`src/rtl/cache_arbiter.sv`:
```
// Round-robin Wishbone arbiter sharing one cache port among N requesters; grant held for a whole cyc tenure.
// 1-cycle arbitration, combinational forwarding in GRANT; a per-grant watchdog errors out and frees a stalled port.
module cache_arbiter #(
  parameter int N          = 3,
  parameter int DATA_WIDTH = 256,
  parameter int ADDR_WIDTH = 32,
  parameter int TIMEOUT    = 1024
) (
  input  logic                      clk,
  input  logic                      rst_n,
  input  logic [N-1:0]              m_cyc_i,
  input  logic [N-1:0]              m_stb_i,
  input  logic [N-1:0]              m_we_i,
  input  logic [N*ADDR_WIDTH-1:0]   m_addr_i,
  input  logic [N*DATA_WIDTH-1:0]   m_mosi_i,
  input  logic [N*3-1:0]            m_cti_i,
  input  logic [N*2-1:0]            m_bte_i,
  output logic [N-1:0]              m_ack_o,
  output logic [N-1:0]              m_err_o,
  output logic [DATA_WIDTH-1:0]     m_miso_o,
  output logic [N-1:0]              grant_o,
  output logic                      cache_cyc_o,
  output logic                      cache_stb_o,
  output logic                      cache_we_o,
  output logic [ADDR_WIDTH-1:0]     cache_addr_o,
  output logic [DATA_WIDTH-1:0]     cache_mosi_o,
  output logic [2:0]                cache_cti_o,
  output logic [1:0]                cache_bte_o,
  input  logic                      cache_ack_i,
  input  logic [DATA_WIDTH-1:0]     cache_miso_i
);

  localparam int LW = (N > 1) ? $clog2(N) : 1;
  localparam int CW = (TIMEOUT > 0) ? $clog2(TIMEOUT + 1) : 1;

  typedef enum logic {S_IDLE, S_GRANT} state_t;

  state_t                r_state, w_state_nxt;
  logic [N-1:0]          r_grant, w_grant_nxt;
  logic [N-1:0]          r_blocked, w_blocked_nxt;
  logic [LW-1:0]         r_last, w_last_nxt;
  logic [CW-1:0]         r_cnt, w_cnt_nxt;

  logic [N-1:0]          w_elig;
  logic                  w_found;
  logic [LW-1:0]         w_pick;
  logic                  w_timeout;

  logic                  w_cyc, w_stb, w_we;
  logic [ADDR_WIDTH-1:0] w_addr;
  logic [DATA_WIDTH-1:0] w_mosi;
  logic [2:0]            w_cti;
  logic [1:0]            w_bte;

  assign w_elig = m_cyc_i & ~r_blocked;

  // Cyclic search starting just after the last owner.
  always_comb begin
    w_found = 1'b0;
    w_pick  = '0;
    for (int k = 1; k <= N; k++) begin
      for (int i = 0; i < N; i++) begin
        if (!w_found && w_elig[i] && (((int'(r_last) + k) % N) == i)) begin
          w_found = 1'b1;
          w_pick  = LW'(i);
        end
      end
    end
  end

  // One-hot AND-OR mux; r_grant is zero outside GRANT so the bus idles at 0.
  always_comb begin
    w_cyc  = 1'b0;
    w_stb  = 1'b0;
    w_we   = 1'b0;
    w_addr = '0;
    w_mosi = '0;
    w_cti  = '0;
    w_bte  = '0;
    for (int i = 0; i < N; i++) begin
      if (r_grant[i]) begin
        w_cyc  = m_cyc_i[i];
        w_stb  = m_stb_i[i];
        w_we   = m_we_i[i];
        w_addr = m_addr_i[i*ADDR_WIDTH +: ADDR_WIDTH];
        w_mosi = m_mosi_i[i*DATA_WIDTH +: DATA_WIDTH];
        w_cti  = m_cti_i[i*3 +: 3];
        w_bte  = m_bte_i[i*2 +: 2];
      end
    end
  end

  // An ack on the threshold cycle wins over the timeout.
  assign w_timeout = (TIMEOUT != 0) && (r_state == S_GRANT) && w_cyc && w_stb &&
                     !cache_ack_i && (r_cnt == CW'(TIMEOUT));

  always_comb begin
    w_state_nxt   = r_state;
    w_grant_nxt   = r_grant;
    w_last_nxt    = r_last;
    w_cnt_nxt     = '0;
    w_blocked_nxt = r_blocked & m_cyc_i;
    case (r_state)
      S_IDLE: begin
        if (w_found) begin
          w_state_nxt = S_GRANT;
          w_grant_nxt = N'(1) << w_pick;
          w_last_nxt  = w_pick;
        end
      end
      S_GRANT: begin
        if (!w_cyc) begin
          w_state_nxt = S_IDLE;
          w_grant_nxt = '0;
        end else if (w_timeout) begin
          w_state_nxt   = S_IDLE;
          w_grant_nxt   = '0;
          w_blocked_nxt = w_blocked_nxt | r_grant;
        end else if (w_stb && !cache_ack_i && (TIMEOUT != 0)) begin
          w_cnt_nxt = (r_cnt == CW'(TIMEOUT)) ? r_cnt : r_cnt + CW'(1);
        end
      end
      default: begin
        w_state_nxt = S_IDLE;
        w_grant_nxt = '0;
      end
    endcase
  end

  always_ff @(posedge clk or negedge rst_n) begin
    if (!rst_n) begin
      r_state   <= S_IDLE;
      r_grant   <= '0;
      r_last    <= LW'(N - 1);
      r_blocked <= '0;
      r_cnt     <= '0;
    end else begin
      r_state   <= w_state_nxt;
      r_grant   <= w_grant_nxt;
      r_last    <= w_last_nxt;
      r_blocked <= w_blocked_nxt;
      r_cnt     <= w_cnt_nxt;
    end
  end

  assign grant_o      = r_grant;
  assign m_ack_o      = r_grant & {N{cache_ack_i}};
  assign m_err_o      = r_grant & {N{w_timeout}};
  assign m_miso_o     = rst_n ? cache_miso_i : '0;
  assign cache_cyc_o  = w_cyc;
  assign cache_stb_o  = w_stb;
  assign cache_we_o   = w_we;
  assign cache_addr_o = w_addr;
  assign cache_mosi_o = w_mosi;
  assign cache_cti_o  = w_cti;
  assign cache_bte_o  = w_bte;

endmodule

```
`config.mk`:
```
export PLATFORM = sky130hd
export DESIGN_NAME = cache_arbiter
export DESIGN_NICKNAME = d
export VERILOG_FILES = /design/src/rtl/cache_arbiter.sv
export SDC_FILE = /design/constraint.sdc
export NUM_CORES = 1
export LEC_CHECK = 0
export CORE_AREA = 2 2 665 667
export CTS_CLUSTER_SIZE = 14
export DETAILED_ROUTE_END_ITERATION = 10
export DIE_AREA = 0 0 667 669
export DONT_BUFFER_PORTS = 1
export GPL_TIMING_DRIVEN = 0
export RECOVER_POWER = 25
export SYNTH_ARGS = -nofsm -noshare
export SYNTH_HDL_FRONTEND = slang
export SYNTH_SLANG_ARGS = --single-unit
```
`constraint.sdc`:
```
create_clock -name clk -period 2.7 [get_ports clk]
set_input_delay 0.54 -clock clk [delete_from_list [all_inputs] [get_ports clk]]
set_output_delay 0.54 -clock clk [all_outputs]
set_load 0.02 [all_outputs]
```
==> out/metrics.yaml, run 1 <==
yosys:
  synth-main-ff-cell: "dfrtp_1"
  synth-edff-count: 0
  top_cell_type_by_total_area_after_synthesis: "a22oi_1"
  synthesis.area_sq_mm: 0.008275
  share_of_the_synthesized_area_in_the_top_cell_type_pct: 26.58
  synth_seq_area_share_pct: 6.063
  yosysWarningCount: 0
  synth.lib_cells_used.distinct: 44
  synth-seq-cells: 20
  synth_area_leaders: "a22oi_1 (27%), and2_1 (20%), o21ai_0 (18%)"
  syn-instance-count: 1430
  ys_async_sr_fraction_pct: 100.0
  syn-mean-instance-area_sq_um: 5.787
  synth_nets: 2581
placed_design:
  numPortBuffers: 0
outcome:
  stop_stage: "3_3_place_gp"
  flow.first_error: "[ERROR GPL-0305] RePlAce diverged during gradient descent calculation, resulting in an invalid step length (Inf or NaN). This is often caused by numerical instability ..."
  run_status: "stopped before the end"
floorplanning:
  die_height_um: 669
  std_cell_rows: 244
  top_level_ports: 1708
  die-width_um: 667
  initial_utilization_pct: 1.882
synth_stat cells (all sizes together) (4+ instances only):
| library cell | number |
|---|---|
| a21oi | 4 |
| dfrtp | 19 |
| and2 | 260 |
| nor4 | 5 |
| o21ai | 300 |
| nand3b | 7 |
| ha | 4 |
| a22oi | 293 |
| nand3 | 4 |
| nand2 | 303 |
| buf | 40 |
| nor2 | 16 |
| o211ai | 4 |
| xnor2 | 7 |
| inv | 11 |
| clkbuf | 120 |
logic make-up after synthesis:
logic type	Yosys count	synth area share [%]
buf+inv	171	8.497
mux	1	0.1361
xor+xnor	9	0.9526
flops	20	6.063
fa+ha+maj	4	0.6048
simple gates	615	37.38
compound gates	610	46.37
==> inputs of run 2 (changes only) <==
CORE_AREA = 2 2 672 674   (was 2 2 665 667)
CTS_CLUSTER_SIZE = unset   (was 14)
DIE_AREA = 0 0 674 676   (was 0 0 667 669)
PLACE_DENSITY_LB_ADDON = 0.15   (was unset)
==> run 2 against run 1 <==
  * The flow now finishes, with violations (antenna violations, negative setup slack)
  * Synthesized area unchanged
  * Synthesized cell count unchanged
==> out/metrics.yaml, run 2 <==
drt:
  drt_pass1_iterations: 8
  detail_route.iter0.violations: 1850
  num_vias: 16618
  wire_per_inst_um: 41.58
  ant_nets: 1
  drcViolationCount: 0
  route.final.wire_length_mm: 318.8
  routed_via_density: 2.167
placed_design:
  dpl.hpwl_mm: 297.3
  placement.setup.worst_slack_ns: -2.626
  dpl-instance-area_sq_mm: 0.01611
  numPortBuffers: 0
  place.gp.congestion: 1.333
floorplanning:
  core-area_sq_mm: 0.4478
  die-width_um: 674
  die_area_sq_mm: 0.4556
  die_height_um: 676
  top_level_ports: 1708
  initial_utilization_pct: 1.848
  std_cell_rows: 246
yosys:
  synthesis.area_sq_mm: 0.008275
  ys_async_sr_fraction_pct: 100.0
  synth_top_cells_by_count: "nand2_1 (303), o21ai_0 (298), a22oi_1 (293)"
  syn-instance-count: 1430
  synth.lib_cells_used.distinct: 44
  synth_area_leaders: "a22oi_1 (27%), and2_1 (20%), o21ai_0 (18%)"
  synth-edff-count: 0
  synth-seq-cells: 20
  share_of_the_synthesized_area_in_the_top_cell_type_pct: 26.58
  yosysWarningCount: 0
  synth_nets: 2581
  syn-mean-instance-area_sq_um: 5.787
  top_cell_type_by_total_area_after_synthesis: "a22oi_1"
  synth-main-ff-cell: "dfrtp_1"
  synth.most_common_cell: "nand2_1"
  synth_seq_area_share_pct: 6.063
layout:
  final_layout_size_suffix_gt1_share_pct: 47.70
  top_register: "r_cnt"
  most-common-layout-cells: "nand2_1 (276), and2_1 (257), o21ai_4 (224)"
  largest_register_ffs: 11
  storage_cell_area_sq_um: 508.0
  net_count_of_the_finished_layout: 2693
  area.growth.synth_to_final_pct: 168.6
  fillerInstances: 53082
  multi_input_comb_area_sq_mm: 0.01076
  layout_cell_area_excl_fill_sq_mm: 0.02223
  layout.cells.most_common: "nand2_1"
outcome:
  failed_checks: "antenna violations, negative setup slack"
  run_status: "complete, but fails checks"
timing:
  final.period_utilization_pct: 114.6
  layout_min_cycle_time_ns: 3.094
  tightestPinTransition_ns: 1.132
  postLayoutSetupSlackWorst_ns: -0.3943
  setup_repair_after_global_routing_missed_its_margin: "yes"
  clock-skew-final_ns: 0.004346
  headroom_to_the_max_slew_limit_pct: 25.08
  timing_max_transition_violations_final: 0
  setup_viol: 265
  fmaxAchievable_mhz: 323.2
  finalHoldViolations: 0
pwr:
  power.density_mw_per_mm2: 1173
  p_leak_nw: 4.932
  maximum_vdd_ir_drop_mv: 0.7205
clock_network:
  clockBufferDepth: 2
  tritoncts_num_sinks: 20
  clkTransAtPathRegs_ns: 0.06
  htree_num_levels: 1
  cts_made_buffers: 3
  cts_root_buffer: "clkbuf_16"
  cts_tree: "built"
  clk-insertion-delay-late_ns: 0.27
  post_cts_hold_buffer_count: 0
global_route:
  grt.total_usage_pct: 13.00
  first_global_vias: 13563
  global_route_wire_length_before_repair_mm: 340.4
  grt-ovfl-total: 0
  grt_max_degree: 25
  antenna_found_initial: 366
critical_path:
  path_max_fanout: 6
  cp_data_required_time_ns: 2.16
  critPathLaunchType: "flop"
  cp_data_arrival_time_ns: 2.55
  critPathCaptureType: "output port"
  worst-setup-path-type: "reg -> out"
job:
  maxCapViolations: 0
worst_hold_path:
  hp-class: "in -> async"
run 2: critical path: stages (launching register included):
cell	delay, ns
dfrtp_2	0.51
buf_12	0.19
nor2_4	0.11
buf_12	0.19
clkbuf_16	0.22
buf_16	0.15
a22oi_2	0.15
buf_8	0.22
o21ai_4	0.45
run 2: layer usage:
layer / global-route usage (%) / wire length (um)
met1: 12.97 / 106600
met2: 19.95 / 137000
met3: 10.72 / 58710
met4: 4.099 / 14390
met5: 2.367 / 2048
run 2: what timing repair did:
action,CTS,global route
pin swaps,26,158
cloned,1,12
buffers inserted,7,78
resized for setup,613,645
setup endpoints to repair,442,314
run 2: area by class of cell:
cell class | count | area share, %
Multi-Input combinational cell | 1239 | 48.40
Tap cell | 5952 | 33.51
Timing Repair Buffer | 112 | 6.863
Buffer | 155 | 6.395
Sequential cell | 20 | 2.286
Antenna cell | 174 | 1.959
Clock buffer | 4 | 0.3997
Inverter | 11 | 0.1858
run 2: final timing paths:
check	startpoint	end	slack, ns	depth (start not counted)
hold / removal	rst_n	r_cnt[6]	0.04	0
setup / recovery	grant_o[1]	cache_mosi_o[0]	-0.39	8
hold reg to reg	r_blocked[0]	r_blocked[0]	0.51	2
setup reg to reg	grant_o[2]	r_cnt[4]	0.20	6
min in group clk	m_cyc_i[1]	r_blocked[1]	0.40	2
max in group asynchronous	rst_n	r_last[1]	2.35	0
run 2: through the flow:
stage	cells	power [W]	utilization [%]	hold WS (ns)	setup TNS, ns
floorplan	1430	0.008255	-	0.2444	0
global placement	7382	0.01786	3.511	0.3037	-1037.69
detailed placement	7396	0.01860	3.597	0.3045	-540.50
CTS	7408	0.02185	4.078	0.01920	-91.42
global route	7563	0.02682	4.905	0.004165	-65.28
finish	7667	0.02607	4.963	0.03925	-39.51
run 2: kinds of logic (layout without fill, tap and decap cells):
| group | count (synthesis) | count (layout) | share of synthesized area [%] |
|---|---|---|---|
| and+or+nand+nor | 615 | 615 | 37.38 |
| AOI/OAI and AO/OA | 610 | 610 | 46.37 |
| buffers and inverters | 171 | 282 | 8.497 |
| DFF | 20 | 20 | 6.063 |
| xor gates and xnor gates | 9 | 9 | 0.9526 |
| adders and majority gates | 4 | 4 | 0.6048 |
| muxes | 1 | 1 | 0.1361 |
| other | 0 | 174 | 0 |
run 2: where the power goes:
group          switching, W  internal [W]  total (W)  leakage (nW)
Clock              0.000130      0.000227   0.000357        0.0453
Combinational        0.0187       0.00656     0.0253          4.62
Sequential         0.000105      0.000350   0.000456         0.266
(Power assumes the default switching activity.)
